$ cat src/rtl/hamming_enc_arbiter_if.sv
// rtl/hamming_enc_arbiter_if.sv - requester byte ports and shared codeword output of the Hamming encode arbiter
// master drives requests and downstream ready; slave is the arbiter.
interface hamming_enc_arbiter_if #(
   parameter int NUM_REQ = 4,
   parameter int ID_W    = 2
);
   logic [NUM_REQ-1:0]   req_valid;
   logic [NUM_REQ*8-1:0] req_data;
   logic [NUM_REQ-1:0]   req_ready;
   logic                 out_valid;
   logic                 out_ready;
   logic [11:0]          out_codeword;
   logic [ID_W-1:0]      out_id;

   modport master (
      output req_valid,
      output req_data,
      output out_ready,
      input  req_ready,
      input  out_valid,
      input  out_codeword,
      input  out_id
   );

   modport slave (
      input  req_valid,
      input  req_data,
      input  out_ready,
      output req_ready,
      output out_valid,
      output out_codeword,
      output out_id
   );
endinterface

$ cat src/rtl/hamming_enc_arbiter.sv
// rtl/hamming_enc_arbiter.sv - round-robin arbitration of NUM_REQ byte requesters into one Hamming(12,8) encoder
// One registered output slot; it refills in the same cycle it drains for 1 beat/cycle.
module hamming_enc_arbiter #(
   parameter int NUM_REQ = 4,
   parameter int ID_W    = 2
) (
   input  logic                   clk,
   input  logic                   rst_n,
   hamming_enc_arbiter_if.slave   bus
);

   function automatic logic [11:0] encode(input logic [7:0] d);
      logic p0, p1, p2, p3;
      p0 = d[0] ^ d[1] ^ d[3] ^ d[4] ^ d[6];
      p1 = d[0] ^ d[2] ^ d[3] ^ d[5] ^ d[6];
      p2 = d[1] ^ d[2] ^ d[3] ^ d[7];
      p3 = d[4] ^ d[5] ^ d[6] ^ d[7];
      return {p3, p2, p1, p0, d};
   endfunction

   logic                 load_en;
   logic                 grant_found;
   logic [ID_W-1:0]      grant;
   logic [ID_W-1:0]      ptr;
   logic [ID_W-1:0]      ptr_next;
   logic [NUM_REQ-1:0]   req_ready_int;
   logic                 accept;
   logic [7:0]           grant_data;
   logic                 out_valid_q;
   logic [11:0]          out_codeword_q;
   logic [ID_W-1:0]      out_id_q;

   assign load_en = !out_valid_q || bus.out_ready;

   // Search starts at ptr and wraps modulo NUM_REQ; the first valid requester wins.
   always_comb begin
      grant       = '0;
      grant_found = 1'b0;
      for (int k = 0; k < NUM_REQ; k++) begin
         if (!grant_found && bus.req_valid[(int'(ptr) + k) % NUM_REQ]) begin
            grant_found = 1'b1;
            grant       = ID_W'((int'(ptr) + k) % NUM_REQ);
         end
      end
   end

   always_comb begin
      req_ready_int = '0;
      for (int i = 0; i < NUM_REQ; i++) begin
         req_ready_int[i] = rst_n && load_en && grant_found &&
                            (grant == ID_W'(i)) && bus.req_valid[i];
      end
   end

   assign bus.req_ready = req_ready_int;
   assign accept        = |req_ready_int;
   assign grant_data    = bus.req_data[int'(grant)*8 +: 8];
   assign ptr_next      = (grant == ID_W'(NUM_REQ - 1)) ? '0 : grant + ID_W'(1);

   always_ff @(posedge clk or negedge rst_n) begin
      if (!rst_n) begin
         out_valid_q    <= 1'b0;
         out_codeword_q <= '0;
         out_id_q       <= '0;
         ptr            <= '0;
      end else if (accept) begin
         out_valid_q    <= 1'b1;
         out_codeword_q <= encode(grant_data);
         out_id_q       <= grant;
         ptr            <= ptr_next;
      end else if (load_en) begin
         out_valid_q    <= 1'b0;
      end
   end

   assign bus.out_valid    = out_valid_q;
   assign bus.out_codeword = out_codeword_q;
   assign bus.out_id       = out_id_q;

endmodule

$ cat src/flat_wrapper.sv
// flat-port wrapper written by rule: the top's interface ports become plain ports
module hamming_enc_arbiter_flat 
#(
   parameter int NUM_REQ = 4,
   parameter int ID_W    = 2
)
  (clk, rst_n, bus_req_valid, bus_req_data, bus_out_ready, bus_req_ready, bus_out_valid, bus_out_codeword, bus_out_id);
  hamming_enc_arbiter_if #(.NUM_REQ(NUM_REQ), .ID_W(ID_W)) bus_i ();
  input  logic clk;
  input  logic rst_n;
  input wire logic [$bits(bus_i.req_valid)-1:0] bus_req_valid;
  input wire logic [$bits(bus_i.req_data)-1:0] bus_req_data;
  input wire logic [$bits(bus_i.out_ready)-1:0] bus_out_ready;
  output wire logic [$bits(bus_i.req_ready)-1:0] bus_req_ready;
  output wire logic [$bits(bus_i.out_valid)-1:0] bus_out_valid;
  output wire logic [$bits(bus_i.out_codeword)-1:0] bus_out_codeword;
  output wire logic [$bits(bus_i.out_id)-1:0] bus_out_id;
  assign bus_i.req_valid = bus_req_valid;
  assign bus_i.req_data = bus_req_data;
  assign bus_i.out_ready = bus_out_ready;
  assign bus_req_ready = bus_i.req_ready;
  assign bus_out_valid = bus_i.out_valid;
  assign bus_out_codeword = bus_i.out_codeword;
  assign bus_out_id = bus_i.out_id;
  hamming_enc_arbiter #(.NUM_REQ(NUM_REQ), .ID_W(ID_W)) u_core (.clk(clk), .rst_n(rst_n), .bus(bus_i));
endmodule
$ cat config.mk
export PLATFORM = sky130hd
export DESIGN_NAME = hamming_enc_arbiter_flat
export DESIGN_NICKNAME = d
export VERILOG_FILES = /design/src/rtl/hamming_enc_arbiter_if.sv /design/src/rtl/hamming_enc_arbiter.sv /design/src/flat_wrapper.sv
export SDC_FILE = /design/constraint.sdc
export NUM_CORES = 1
export LEC_CHECK = 0
export CORE_ASPECT_RATIO = 0.5
export CORE_MARGIN = 10
export CORE_UTILIZATION = 30
export CTS_CLUSTER_DIAMETER = 120
export DETAILED_ROUTE_END_ITERATION = 12
export PLACE_DENSITY = 0.6
export SLEW_MARGIN = 5
export SYNTH_ARGS = -nofsm -noshare
export SYNTH_HDL_FRONTEND = slang
export SYNTH_SLANG_ARGS = --single-unit
$ cat constraint.sdc
create_clock -name clk -period 4.8 [get_ports clk]
set_clock_uncertainty 0.1 [all_clocks]
set_input_delay 0.72 -clock clk [delete_from_list [all_inputs] [get_ports clk]]
set_output_delay 0.72 -clock clk [all_outputs]
set_load 0.01 [all_outputs]
Yosys cells after proc, flatten, opt, wreduce, memory -nomap -nowiden
Cells that the tools add are included.
{"block": "word_totals", "ff_bits": 17, "inputBits": 39, "word_cells": 79}
{"block": "classes", "addsub": 4, "order_cmp": 4, "eq_ne": 3, "n_shift": 1, "mux": 22, "bitwise_logic": 17, "reduce_logical": 24}
{"cell": "$shiftx A32 B6 Y8", "count": 1}
{"cell": "$xor A1 B1 Y1", "count": 14}
{"cell": "$logic_and A1 B1 Y1", "count": 13}
{"cell": "$mux W1", "count": 13}
{"cell": "$lt A3 B4 Y1 const B", "count": 3}
{"cell": "$mux W2", "count": 5}
{"cell": "$bmux W1 S2", "count": 4}
{"cell": "$reduce_or A2 Y1", "count": 3}
{"cell": "$add A2 B1 Y2 const B", "count": 2}
{"cell": "$add A2 B2 Y2 const B", "count": 2}
{"cell": "$eq A2 B2 Y1 const B", "count": 2}
{"cell": "$logic_not A1 Y1", "count": 4}
{"cell": "$reduce_or A4 Y1", "count": 1}
{"cell": "$and A1 B1 Y1 const A", "count": 3}
{"cell": "$lt A2 B3 Y1 const B", "count": 1}
{"cell": "$eq A2 B1 Y1 const B", "count": 1}
{"cell": "$logic_not A2 Y1", "count": 1}
{"cell": "$reduce_bool A2 Y1", "count": 1}
{"cell": "$logic_or A1 B1 Y1", "count": 1}

Depth between registers and ports, before layout
Gate-level depths: netlist of run 1.
{"block": "depth", "ltp_word": 19, "ltp_mapped": 9, "ltp_nobuf": 8}

Worst setup path after synthesis of run 1
Ideal clock, no wire load.
{"block": "synth_timing", "path_type": "input port to flip-flop", "start": "input bus_req_valid[0]", "end": "register u_core.out_codeword_q[9] (netlist: u_core.bus.out_codeword[9])", "t_arrival_ps": 2548, "path_slack_ps": 2028, "cell_stages": 7, "path_cell_list": "a21oi_1 a2bb2oi_2 buf_2 mux2_2 xnor2_2 xnor3_1 mux2_2"}
{"block": "synth_between", "elab_chain_cells": 17, "word_cells_on_any_way": 44}
{"element": "start: declaration", "line_no": "flat_wrapper.sv:11", "text": "input wire logic [$bits(bus_i.req_valid)-1:0] bus_req_valid;"}
{"element": "$bmux W1 S2", "line_no": "hamming_enc_arbiter.sv:40", "text": "if (!grant_found && bus.req_valid[(int'(ptr) + k) % NUM_REQ]) begin"}
{"element": "$mux W1 (not written as such)", "line_no": "hamming_enc_arbiter.sv:40"}
{"element": "$mux W1", "line_no": "hamming_enc_arbiter.sv:40"}
{"element": "$logic_not A1 Y1", "line_no": "hamming_enc_arbiter.sv:40"}
{"element": "$logic_and A1 B1 Y1", "line_no": "hamming_enc_arbiter.sv:40"}
{"element": "$mux W1", "line_no": "hamming_enc_arbiter.sv:40"}
{"element": "$logic_not A1 Y1", "line_no": "hamming_enc_arbiter.sv:40"}
{"element": "$logic_and A1 B1 Y1", "line_no": "hamming_enc_arbiter.sv:40"}
{"element": "$mux W1", "line_no": "hamming_enc_arbiter.sv:40"}
{"element": "$logic_not A1 Y1", "line_no": "hamming_enc_arbiter.sv:40"}
{"element": "$logic_and A1 B1 Y1", "line_no": "hamming_enc_arbiter.sv:40"}
{"element": "$mux W2", "line_no": "hamming_enc_arbiter.sv:40"}
{"element": "$shiftx A32 B6 Y8", "line_no": "hamming_enc_arbiter.sv:57", "text": "assign grant_data = bus.req_data[int'(grant)*8 +: 8];"}
{"element": "$xor A1 B1 Y1 (4 in series)", "line_no": "hamming_enc_arbiter.sv:15", "text": "p1 = d[0] ^ d[2] ^ d[3] ^ d[5] ^ d[6];"}
{"element": "end signal: assignment", "line_no": "hamming_enc_arbiter.sv:68", "text": "out_codeword_q <= encode(grant_data);"}
{"element": "end: declaration", "line_no": "hamming_enc_arbiter.sv:30", "text": "logic [11:0] out_codeword_q;"}
Several ways; a longest one is shown, not always the timed one. The select of a mux whose other input is x is not followed.
A chain may end at the register's enable or synchronous reset.

Worst setup path after layout of run 1
{"block": "layout_timing", "start": "input bus_req_valid[1]", "end": "output bus_req_ready[3]"}
{"block": "layout_between", "elab_chain_cells": 15, "word_cells_on_any_way": 29}
{"element": "$bmux W1 S2", "line_no": "hamming_enc_arbiter.sv:40"}
{"element": "$mux W1 (not written as such)", "line_no": "hamming_enc_arbiter.sv:40"}
{"element": "$mux W1", "line_no": "hamming_enc_arbiter.sv:40"}
{"element": "$logic_not A1 Y1", "line_no": "hamming_enc_arbiter.sv:40"}
{"element": "$logic_and A1 B1 Y1", "line_no": "hamming_enc_arbiter.sv:40"}
{"element": "$mux W1", "line_no": "hamming_enc_arbiter.sv:40"}
{"element": "$logic_not A1 Y1", "line_no": "hamming_enc_arbiter.sv:40"}
{"element": "$logic_and A1 B1 Y1", "line_no": "hamming_enc_arbiter.sv:40"}
{"element": "$mux W1", "line_no": "hamming_enc_arbiter.sv:40"}
{"element": "$logic_not A1 Y1", "line_no": "hamming_enc_arbiter.sv:40"}
{"element": "$logic_and A1 B1 Y1", "line_no": "hamming_enc_arbiter.sv:40"}
{"element": "$mux W2 or $mux W1 (tied branches)", "line_no": "hamming_enc_arbiter.sv:40"}
{"element": "$eq A2 B2 Y1 or $logic_and A1 B1 Y1 (tied branches)", "line_no": "hamming_enc_arbiter.sv:51, hamming_enc_arbiter.sv:50"}
{"element": "$logic_and A1 B1 Y1 (*)", "line_no": "hamming_enc_arbiter.sv:50", "text": "req_ready_int[i] = rst_n && load_en && grant_found &&"}
{"element": "$logic_and A1 B1 Y1 (*)", "line_no": "hamming_enc_arbiter.sv:51", "text": "(grant == ID_W'(i)) && bus.req_valid[i];"}
{"element": "end: declaration", "line_no": "flat_wrapper.sv:14", "text": "output wire logic [$bits(bus_i.req_ready)-1:0] bus_req_ready;"}
Mark *: on every way between the ends. The rest lies on a longest branch, timed or not. The select of a mux whose other input is x is not followed.

==> qor.yml, run 1 <==
status: "finished clean"
clkTransAtPathRegs_ps: 70
ys_seq_elements: 17
globalRouteTotalUtil: 0.0931
multi_input_area_um2: 671
cp-start-kind: "input pin"
clkSinkCount: 17
grt_max_degree: 30
rsz0062_at_grt: "false"
ant_nets: 0
drive_above_1_share: 0.120
dieWidth_um: 107
fillers: 342
cts_root_buffer: "clkbuf_8"
ctsResizeCount: 0
yosysSeqAreaShare: 0.375
drtIter0Drc: 28
cts_tree: "yes"
ir_drop_v: 0.000244
syn_inst: 107
dieArea_mm2: 0.00679
grt_pass1_wl_um: 5150
p_leak_uw: 0.000781
p_comb_frac: 0.601
grt.overflow.total: 0
synthesis.area_mm2: 0.00113
hold_violations: 0
antenna_cells: 0
vias_per_cell: 4.40
crit_type: "in2out"
fin_tns_setup_ps: 0
worstPathRequired_ps: 3980
drc_errors: 0
finalNetCount: 207
dr.pass1.iters: 4
dp_hpwl_um: 2700
crit_path_end_kind: "output pin"
crit_fanout: 9
h-tree-depth: 1
syn2layout_area_growth_pct: 59.4
report.final.slew_viol_count: 0
clock_power_share: 0.130
cap_violations: 0
cts_hold_buf: 0
cp_data_arrival_time_ps: 2980
period_minus_slack_ps: 3800
min_path_type: "reg2reg"
synth_top_area_frac: 0.375
numCtsBuffers: 3
switching_share: 0.340
rows: 15
synth_nets: 146
p_seq_frac: 0.269
setup_viol: 0
post_cts_buffers: 0
setup_ws_ps: 1000
avgSynthCellArea_um2: 10.6
yosys-top-cells-area: "dfrtp_1 (37%), mux2i_1 (15%), mux2_2 (7.9%)"
first_global_vias: 1005
cts_buffer_depth: 2
cellPowerDensity_mw_per_mm2: 469
wl_um: 3140
core_mm2: 0.00353
synth.yosys.warnings: 0
p_int_uw: 560
clock.fmax_mhz: 263
finalCritPeriodShare: 0.792
worstMarginPinSlew_ps: 513
regArea_um2: 425
antenna_found_initial: 0
die_h_um: 63.5
io_pins: 58
place.port_buffers: 57
wl_per_cell_um: 14.4
vias: 959
clk_latency_ps: 250
synth.distinct_cells: 27
max_slew_margin: 0.657
p_sw_uw: 289
dp_slack_ps: 974
gp_congestion: 0.789
yosys.area.top_type: "dfrtp_1"
floorplan.initialDensity: 0.322
## worst paths after layout
kind,start,endpoint,slack (ps),cells past startpoint
max reg2reg,u_core.ptr[1]$_DFFE_PN0P_,u_core.bus.out_codeword[9]$_DFFE_PN0P_,2010,8
min,u_core.bus.out_codeword[10]$_DFFE_PN0P_,u_core.bus.out_codeword[10]$_DFFE_PN0P_,380,2
min reg2reg,u_core.bus.out_codeword[10]$_DFFE_PN0P_,u_core.bus.out_codeword[10]$_DFFE_PN0P_,380,2
min in group asynchronous,rst_n,u_core.bus.out_valid$_DFFE_PN0P_,690,2
max in group asynchronous,rst_n,u_core.bus.out_codeword[7]$_DFFE_PN0P_,3710,2
max,bus_req_valid[1],bus_req_ready[3],1000,6
## flip-flops by register name (all words and copies together), names as in the netlist
signal and cells:
u_core.bus.out_id 2, u_core.bus.out_valid 1, u_core.ptr 2, u_core.bus.out_codeword 12
## power groups by stage
stage | registers [uW] | clock network (uW) | logic [uW]
after global routing | 238 | 119 | 557
after CTS | 230 | 114 | 523
after floorplan | 250 | 0 | 313
after global placement | 230 | 0 | 515
after detailed placement | 232 | 0 | 521
final | 229 | 110 | 510
## kinds of logic after synthesis
group / share of synthesized area
AO/OA/AOI/OAI: 0.116
flip-flops: 0.375
buffers and inverters: 0.0342
AND/OR/NAND/NOR: 0.109
XOR/XNOR: 0.123
multiplexers: 0.243
## area by class of cell
cell class                      instances  area share
Multi-Input combinational cell         84       0.371
Clock buffer                            4      0.0249
Sequential cell                        17       0.235
Inverter                                1     0.00207
Timing Repair Buffer                   61       0.332
Tap cell                               51      0.0353
## Yosys cell counts
master / n
a211o_1: 1
a211oi_4: 1
a21o_1: 1
a21oi_1: 4
a2bb2oi_2: 1
and3_1: 2
buf_2: 1
buf_6: 2
clkbuf_1: 2
dfrtp_1: 17
inv_1: 1
mux2_2: 8
mux2_4: 1
mux2i_1: 17
nand2_1: 16
nand2b_1: 1
nand3_1: 1
nand3b_1: 1
nor2_1: 3
nor2b_1: 1
nor3b_1: 1
o21ai_0: 12
or4_1: 1
xnor2_1: 7
xnor2_2: 2
xnor3_1: 1
xor3_1: 1
## per-stage QoR
step / utilization / std cells / total power [uW] / instance area [um^2] / hold WS, ps
finish: 0.513 / 218 / 849 / 1810 / 380
global placement: 0.500 / 214 / 745 / 1760 / 364
CTS: 0.513 / 218 / 867 / 1810 / 386
detailed placement: 0.500 / 214 / 753 / 1760 / 371
global route: 0.513 / 218 / 914 / 1810 / 416
floorplan: - / 107 / 564 / 1130 / 324
## routing by layer
layer,track usage,up-vias,wire [um]
met1,0.102,447,1260
met3,0.0335,2,169
li1,-,495,-
met5,0,-,0
met2,0.168,15,1690
met4,0.0201,0,16
## worst max-delay path, stage by stage
cell             delay (ps)
clkdlybuf4s50_1         540
mux2i_1                 130
a211oi_4                520
nor2b_1                 300
and3_1                  220
clkdlybuf4s50_1         540
## cells in the final DEF (no fill, tap or decap), types with 2 or more instances in the layout
master	n
mux2_2	8
xnor2_1	7
xnor2_2	2
and3_1	2
clkdlybuf4s50_1	57
o21ai_0	12
mux2i_1	17
dfrtp_1	17
buf_4	4
nor2_1	3
clkbuf_8	3
nand2_1	16
a21oi_1	4
No activity file was read; power rests on OpenSTA's default activity.
==> inputs of run 2 (changes only) <==
==> constraint.sdc (replaced) <==
create_clock -name clk -period 3.6 [get_ports clk]
set_clock_uncertainty 0.1 [all_clocks]
set_input_delay 0.54 -clock clk [delete_from_list [all_inputs] [get_ports clk]]
set_output_delay 0.54 -clock clk [all_outputs]
set_load 0.01 [all_outputs]
==> run 2 against run 1 <==
Non-clock buffer count rose by 1. Largest cell class unchanged. Sequential share of layout area fell by 0.11 points. Critical path depth stayed put. Critical path type unchanged. First-iteration DRC count is 75% lower. Largest power group unchanged.
==> qor.yml, run 2 (synthesis results as in run 1) <==
status: "finished clean"
crit_chain: "clkdlybuf4s50_1, mux2i_1, a211oi_4, nor2b_1, and3_1, clkdlybuf4s50_1"
dp.cells: 215  # +0.47%
globalRouteTotalUtil: 0.0938  # +0.000688
p_leak_uw: 0.000788  # +0.97%
rows: 15  # unchanged
wl_per_cell_um: 14.2  # -1.2%
worstPathRequired_ps: 2960  # -1020 ps
cts_hold_buf: 0  # unchanged
numCtsBuffers: 3  # unchanged
setup_viol: 0  # unchanged
vias_per_cell: 4.44  # +1.0%
post_cts_buffers: 0  # unchanged
report.final.slew_viol_count: 0  # unchanged
reg2reg_to: "u_core.bus.out_codeword[9]$_DFFE_PN0P_"
critPathTopFamily: "buffers and inverters"
mostFrequentLayoutCell: "clkdlybuf4s50_1"
clkSinkCount: 17  # unchanged
crit_path_end_kind: "output pin"
placed_area_mm2: 0.00177  # +0.43%
fin_area_mm2: 0.00182  # +0.48%
layout_common_cells: "clkdlybuf4s50_1 (57), mux2i_1 (17), dfrtp_1 (17)"
ctsResizeCount: 0  # unchanged
max_slew_margin: 0.759  # +0.102
critPathSlowestCell: "clkdlybuf4s50_1"
final_cells: 219  # +0.46%
dr.pass1.iters: 4  # unchanged
core_mm2: 0.00353  # unchanged
grt.overflow.total: 0  # unchanged
hold_violations: 0  # unchanged
ant_nets: 0  # unchanged
syn2layout_area_growth_pct: 60.2
grt_max_degree: 28  # -6.7%
crit_fanout: 6  # -3
worstHoldPathCells: 1  # -1
switching_share: 0.339  # -0.00126
p_int_uw: 749  # +34%
cap_violations: 0  # unchanged
whs_endpoint: "u_core.bus.out_id[0]$_DFFE_PN0P_"
finalCritPeriodShare: 0.901
h-tree-depth: 1  # unchanged
timing.reg2reg.setup_slack_ps: 1090  # -920 ps
antenna_found_initial: 0  # unchanged
hold_start: "u_core.bus.out_id[0]$_DFFE_PN0P_"
worstMarginPinSlew_ps: 360  # -152 ps
regArea_um2: 425  # unchanged
cp-start-kind: "input pin"
cts_tree: "yes"
finalNetCount: 208  # +0.48%
vias: 973  # +1.5%
die_h_um: 63.5  # unchanged
cts_buffer_depth: 2  # unchanged
largest_reg_flops: 12  # unchanged
cts_root_buffer: "clkbuf_8"
grt_pass1_wl_um: 5110  # -0.81%
first_global_vias: 1002  # -0.30%
fillers: 352  # +2.9%
drive_above_1_share: 0.131  # +0.0112
r2r_cells: 9  # +1
p_comb_frac: 0.603  # +0.002
clock_power_share: 0.130  # about the same
ir_drop_v: 0.000320  # +31%
timing.hold.ws_ps: 377  # -2.69 ps
r2r-start: "u_core.ptr[1]$_DFFE_PN0P_"
gp_congestion: 0.825  # +4.6%
p_sw_uw: 384  # +33%
clkTransAtPathRegs_ps: 60  # about the same
drc_errors: 0  # unchanged
crit_path_max_incr_delay_ps: 560  # +20 ps
rsz0062_at_grt: "false"
clk_latency_ps: 250  # about the same
clock.fmax_mhz: 308
antenna_cells: 0  # unchanged
p_seq_frac: 0.268  # about the same
dieArea_mm2: 0.00679  # unchanged
dp_hpwl_um: 2640  # -2.2%
cp_data_arrival_time_ps: 2600  # -380 ps
cellPowerDensity_mw_per_mm2: 623  # +33%
io_pins: 58  # unchanged
dieWidth_um: 107  # unchanged
path_common_cell: "clkdlybuf4s50_1"
path_buf_inv: 2  # unchanged
period_minus_slack_ps: 3240
min_path_type: "reg2reg"
drtIter0Drc: 7  # -75%
critical_path.startpoint: "bus_req_valid[1]"
fin_tns_setup_ps: 0  # unchanged
wl_um: 3120  # -0.76%
multi_input_area_um2: 671  # unchanged
crit_type: "in2out"
place.port_buffers: 57  # unchanged
floorplan.initialDensity: 0.322  # unchanged
run 2: layout make-up:
cell class / count / area share
Tap cell: 51 / 0.0351
Clock inverter: 1 / 0.00275
Clock buffer: 3 / 0.0227
Inverter: 1 / 0.00206
Timing Repair Buffer: 62 / 0.334
Sequential cell: 17 / 0.234
Multi-Input combinational cell: 84 / 0.369
run 2: how the worst max path moves through the flow:
stage | slack [ps] | cells after the start | to
3_3_place_gp | 420 | 6 | bus_req_ready[3]
5_1_grt | 170 | 6 | bus_req_ready[3]
6_report | 360 | 6 | bus_req_ready[3]
2_1_floorplan | 1010 | 7 | u_core.bus.out_codeword[9]$_DFFE_PN0P_
4_1_cts | 350 | 6 | bus_req_ready[3]
3_5_place_dp | 360 | 6 | bus_req_ready[3]
run 2: power groups by stage:
| stage | Combinational [uW] | Clock [uW] | Sequential (uW) |
|---|---|---|---|
| 2_1_floorplan | 418 | 0 | 334 |
| 3_3_place_gp | 692 | 0 | 307 |
| 3_5_place_dp | 696 | 0 | 307 |
| 4_1_cts | 697 | 151 | 305 |
| 5_1_grt | 748 | 161 | 316 |
| 6_report | 683 | 147 | 303 |
run 2: routing by layer:
| layer | wire, um | global-route usage |
|---|---|---|
| met1 | 1270 | 0.100 |
| met2 | 1660 | 0.167 |
| met5 | 0 | 0 |
| met4 | 40 | 0.0352 |
| met3 | 150 | 0.0325 |
run 2: per-stage QoR:
step                setup slack, ps  power (uW)  utilization
detailed placement              358        1000        0.502
floorplan                      1010         752            -
CTS                             355        1150        0.515
global placement                416         999        0.502
finish                          355        1130        0.515
global route                    170        1220        0.515
==> inputs of run 3 (changes only) <==
--- a/config.mk
+++ b/config.mk
@@ -5,12 +5,14 @@
 export SDC_FILE = /design/constraint.sdc
 export NUM_CORES = 1
 export LEC_CHECK = 0
+export CELL_PAD_IN_SITES_DETAIL_PLACEMENT = 0
+export CELL_PAD_IN_SITES_GLOBAL_PLACEMENT = 2
 export CORE_ASPECT_RATIO = 0.5
 export CORE_MARGIN = 10
-export CORE_UTILIZATION = 30
+export CORE_UTILIZATION = 23
 export CTS_CLUSTER_DIAMETER = 120
 export DETAILED_ROUTE_END_ITERATION = 12
-export PLACE_DENSITY = 0.6
+export PLACE_DENSITY = 0.77
 export SLEW_MARGIN = 5
 export SYNTH_ARGS = -nofsm -noshare
 export SYNTH_HDL_FRONTEND = slang
==> run 3 against run 2 <==
Clock power is 5% lower. Worst setup slack improved by 11 ps. Sequential power hardly changed. Via count increased by 0.31%. Sequential share of layout area fell by 0.13 points. Wire length increased by 6.5%. First-iteration DRC count grew to 3.7 times the previous value. Critical path type unchanged.
==> qor.yml, run 3 (synthesis results as in run 1) <==
status: "finished clean"
syn2layout_area_growth_pct: 61.1
fin_total_pwr_uw: 1130  # -0.42%
ant_nets: 0  # unchanged
numCtsBuffers: 3  # unchanged
critical_path.startpoint: "bus_req_valid[1]"
max_slew_margin: 0.740  # -0.0189
clock.fmax_mhz: 309  # +0.34%
path_common_cell: "clkdlybuf4s50_1"
first_global_vias: 1026  # +2.4%
ir_drop_v: 0.000334  # +4.2%
crit_type: "in2out"
globalRouteTotalUtil: 0.0785  # -0.0153
core_mm2: 0.00457  # +30%
grt_util_met3: 0.0219  # -0.0106
worstPathRequired_ps: 2960  # about the same
crit_end: "bus_req_ready[3]"
rows: 17  # +2
h-tree-depth: 1  # unchanged
r2r_cells: 9  # unchanged
fillers: 460  # +31%
critPathTopFamily: "buffers and inverters"
wl_per_cell_um: 14.2  # +0.11%
clkSinkCount: 17  # unchanged
ctsResizeCount: 0  # unchanged
vias: 976  # +0.31%
die_h_um: 69.7  # +9.7%
setup_viol: 0  # unchanged
p_leak_uw: 0.000781  # -0.96%
critPathSlowestCell: "clkdlybuf4s50_1"
busiest_layer: "met2"
grt_pass1_wl_um: 5430  # +6.2%
cts_root_buffer: "clkbuf_8"
antenna_cells: 0  # unchanged
r2r-start: "u_core.ptr[1]$_DFFE_PN0P_"
mostFrequentLayoutCell: "clkdlybuf4s50_1"
cp_data_arrival_time_ps: 2590  # about the same
dieArea_mm2: 0.00831  # +22%
fin_tns_setup_ps: 0  # unchanged
finalCritPeriodShare: 0.898  # -0.00302
layout_common_cells: "clkdlybuf4s50_1 (57), mux2i_1 (17), dfrtp_1 (17)"
reg2reg_to: "u_core.bus.out_codeword[9]$_DFFE_PN0P_"
cellPowerDensity_mw_per_mm2: 617  # -0.97%
crit_fanout: 6  # unchanged
grtUsageMet2: 0.147  # -0.0195
cts_hold_buf: 0  # unchanged
drive_above_1_share: 0.120  # -0.0112
largest_reg_flops: 12  # unchanged
cp-start-kind: "input pin"
grt_max_degree: 30  # +7.1%
io_pins: 58  # unchanged
path_buf_inv: 2  # unchanged
clkTransAtPathRegs_ps: 60  # about the same
period_minus_slack_ps: 3230  # -10.9 ps
dieWidth_um: 119  # +12%
crit_path_max_incr_delay_ps: 550  # about the same
grt_use_met1: 0.0846  # -0.0156
gp_congestion: 0.748  # -9.3%
dr.pass1.iters: 2  # -2
clk_latency_ps: 250  # about the same
worstMarginPinSlew_ps: 389  # +28.3 ps
crit_chain: "clkdlybuf4s50_1, mux2i_1, a211oi_4, nor2b_1, and3_1, clkdlybuf4s50_1"
dp_hpwl_um: 2790  # +5.7%
drtIter0Drc: 26  # +19
report.final.slew_viol_count: 0  # unchanged
antenna_found_initial: 0  # unchanged
floorplan.initialDensity: 0.248  # -0.0735
min_path_type: "reg2reg"
utilization: 0.400  # -0.116
place.port_buffers: 57  # unchanged
cts_tree: "yes"
hold_violations: 0  # unchanged
finalNetCount: 207  # -0.48%
cp_num_cells: 6  # unchanged
vias_per_cell: 4.19  # -5.7%
timing.reg2reg.setup_slack_ps: 1020  # -70 ps
wl_um: 3320  # +6.5%
grt.overflow.total: 0  # unchanged
cap_violations: 0  # unchanged
cts_buffer_depth: 2  # unchanged
drc_errors: 0  # unchanged
crit_path_end_kind: "output pin"
rsz0062_at_grt: "false"
post_cts_buffers: 0  # unchanged
[run 3: changes by cell type in the layout (fill, tap and decap cells not counted), sizes merged]
cell / previous run / this run
clkbuf: 3 / 4
buf: 5 / 4
clkinv: 1 / 0
[run 3: metal layers]
metal  part of all wire  up-vias
met5                  0        -
met4             0.0063        0
met3              0.038        2
met2               0.54       13
met1               0.42      465
li1                   -      496
[run 3: cell type report]
type,count,area [um^2],share of cell area
multi-input cells,84,671,0.367
repair buffers,61,601,0.329
flip-flops and latches,17,425,0.233
well taps,66,82.6,0.0452
clock buffers,4,45.0,0.0246
inverters,1,3.75,0.00205
[run 3: worst min-delay path by stage]
stage / start / to / slack (ps) / cells past startpoint
floorplan: rst_n / u_core.bus.out_codeword[0]$_DFFE_PN0P_ / 140 / 0
global placement: u_core.bus.out_codeword[2]$_DFFE_PN0P_ / u_core.bus.out_codeword[2]$_DFFE_PN0P_ / 360 / 2
detailed placement: u_core.bus.out_codeword[10]$_DFFE_PN0P_ / u_core.bus.out_codeword[10]$_DFFE_PN0P_ / 370 / 2
CTS: u_core.bus.out_codeword[2]$_DFFE_PN0P_ / u_core.bus.out_codeword[2]$_DFFE_PN0P_ / 390 / 2
global route: u_core.bus.out_codeword[2]$_DFFE_PN0P_ / u_core.bus.out_codeword[2]$_DFFE_PN0P_ / 400 / 2
finish: u_core.bus.out_codeword[2]$_DFFE_PN0P_ / u_core.bus.out_codeword[2]$_DFFE_PN0P_ / 380 / 2
[run 3: report_power, final]
part / switching (uW) / total [uW] / internal (uW)
registers: 43.5 / 306 / 262
clock network: 62.0 / 140 / 78.5
logic: 276 / 682 / 406
total: 382 / 1130 / 747
[run 3: through the flow]
step           hold WS (ps)  instance area (um^2)  cells  worst slack (ps)
6_report                378                  1830    233               366
3_3_place_gp            363                  1780    229               369
3_5_place_dp            369                  1780    229               367
5_1_grt                 404                  1830    233               206
4_1_cts                 387                  1830    233               372
2_1_floorplan           144                  1130    107              1010
[run 3: worst min-delay path: cells and delay by family, from the launching register on]
kind            cells  cell delay [ps]
simple gates        1               40
flops               1              340
compound gates      1               60
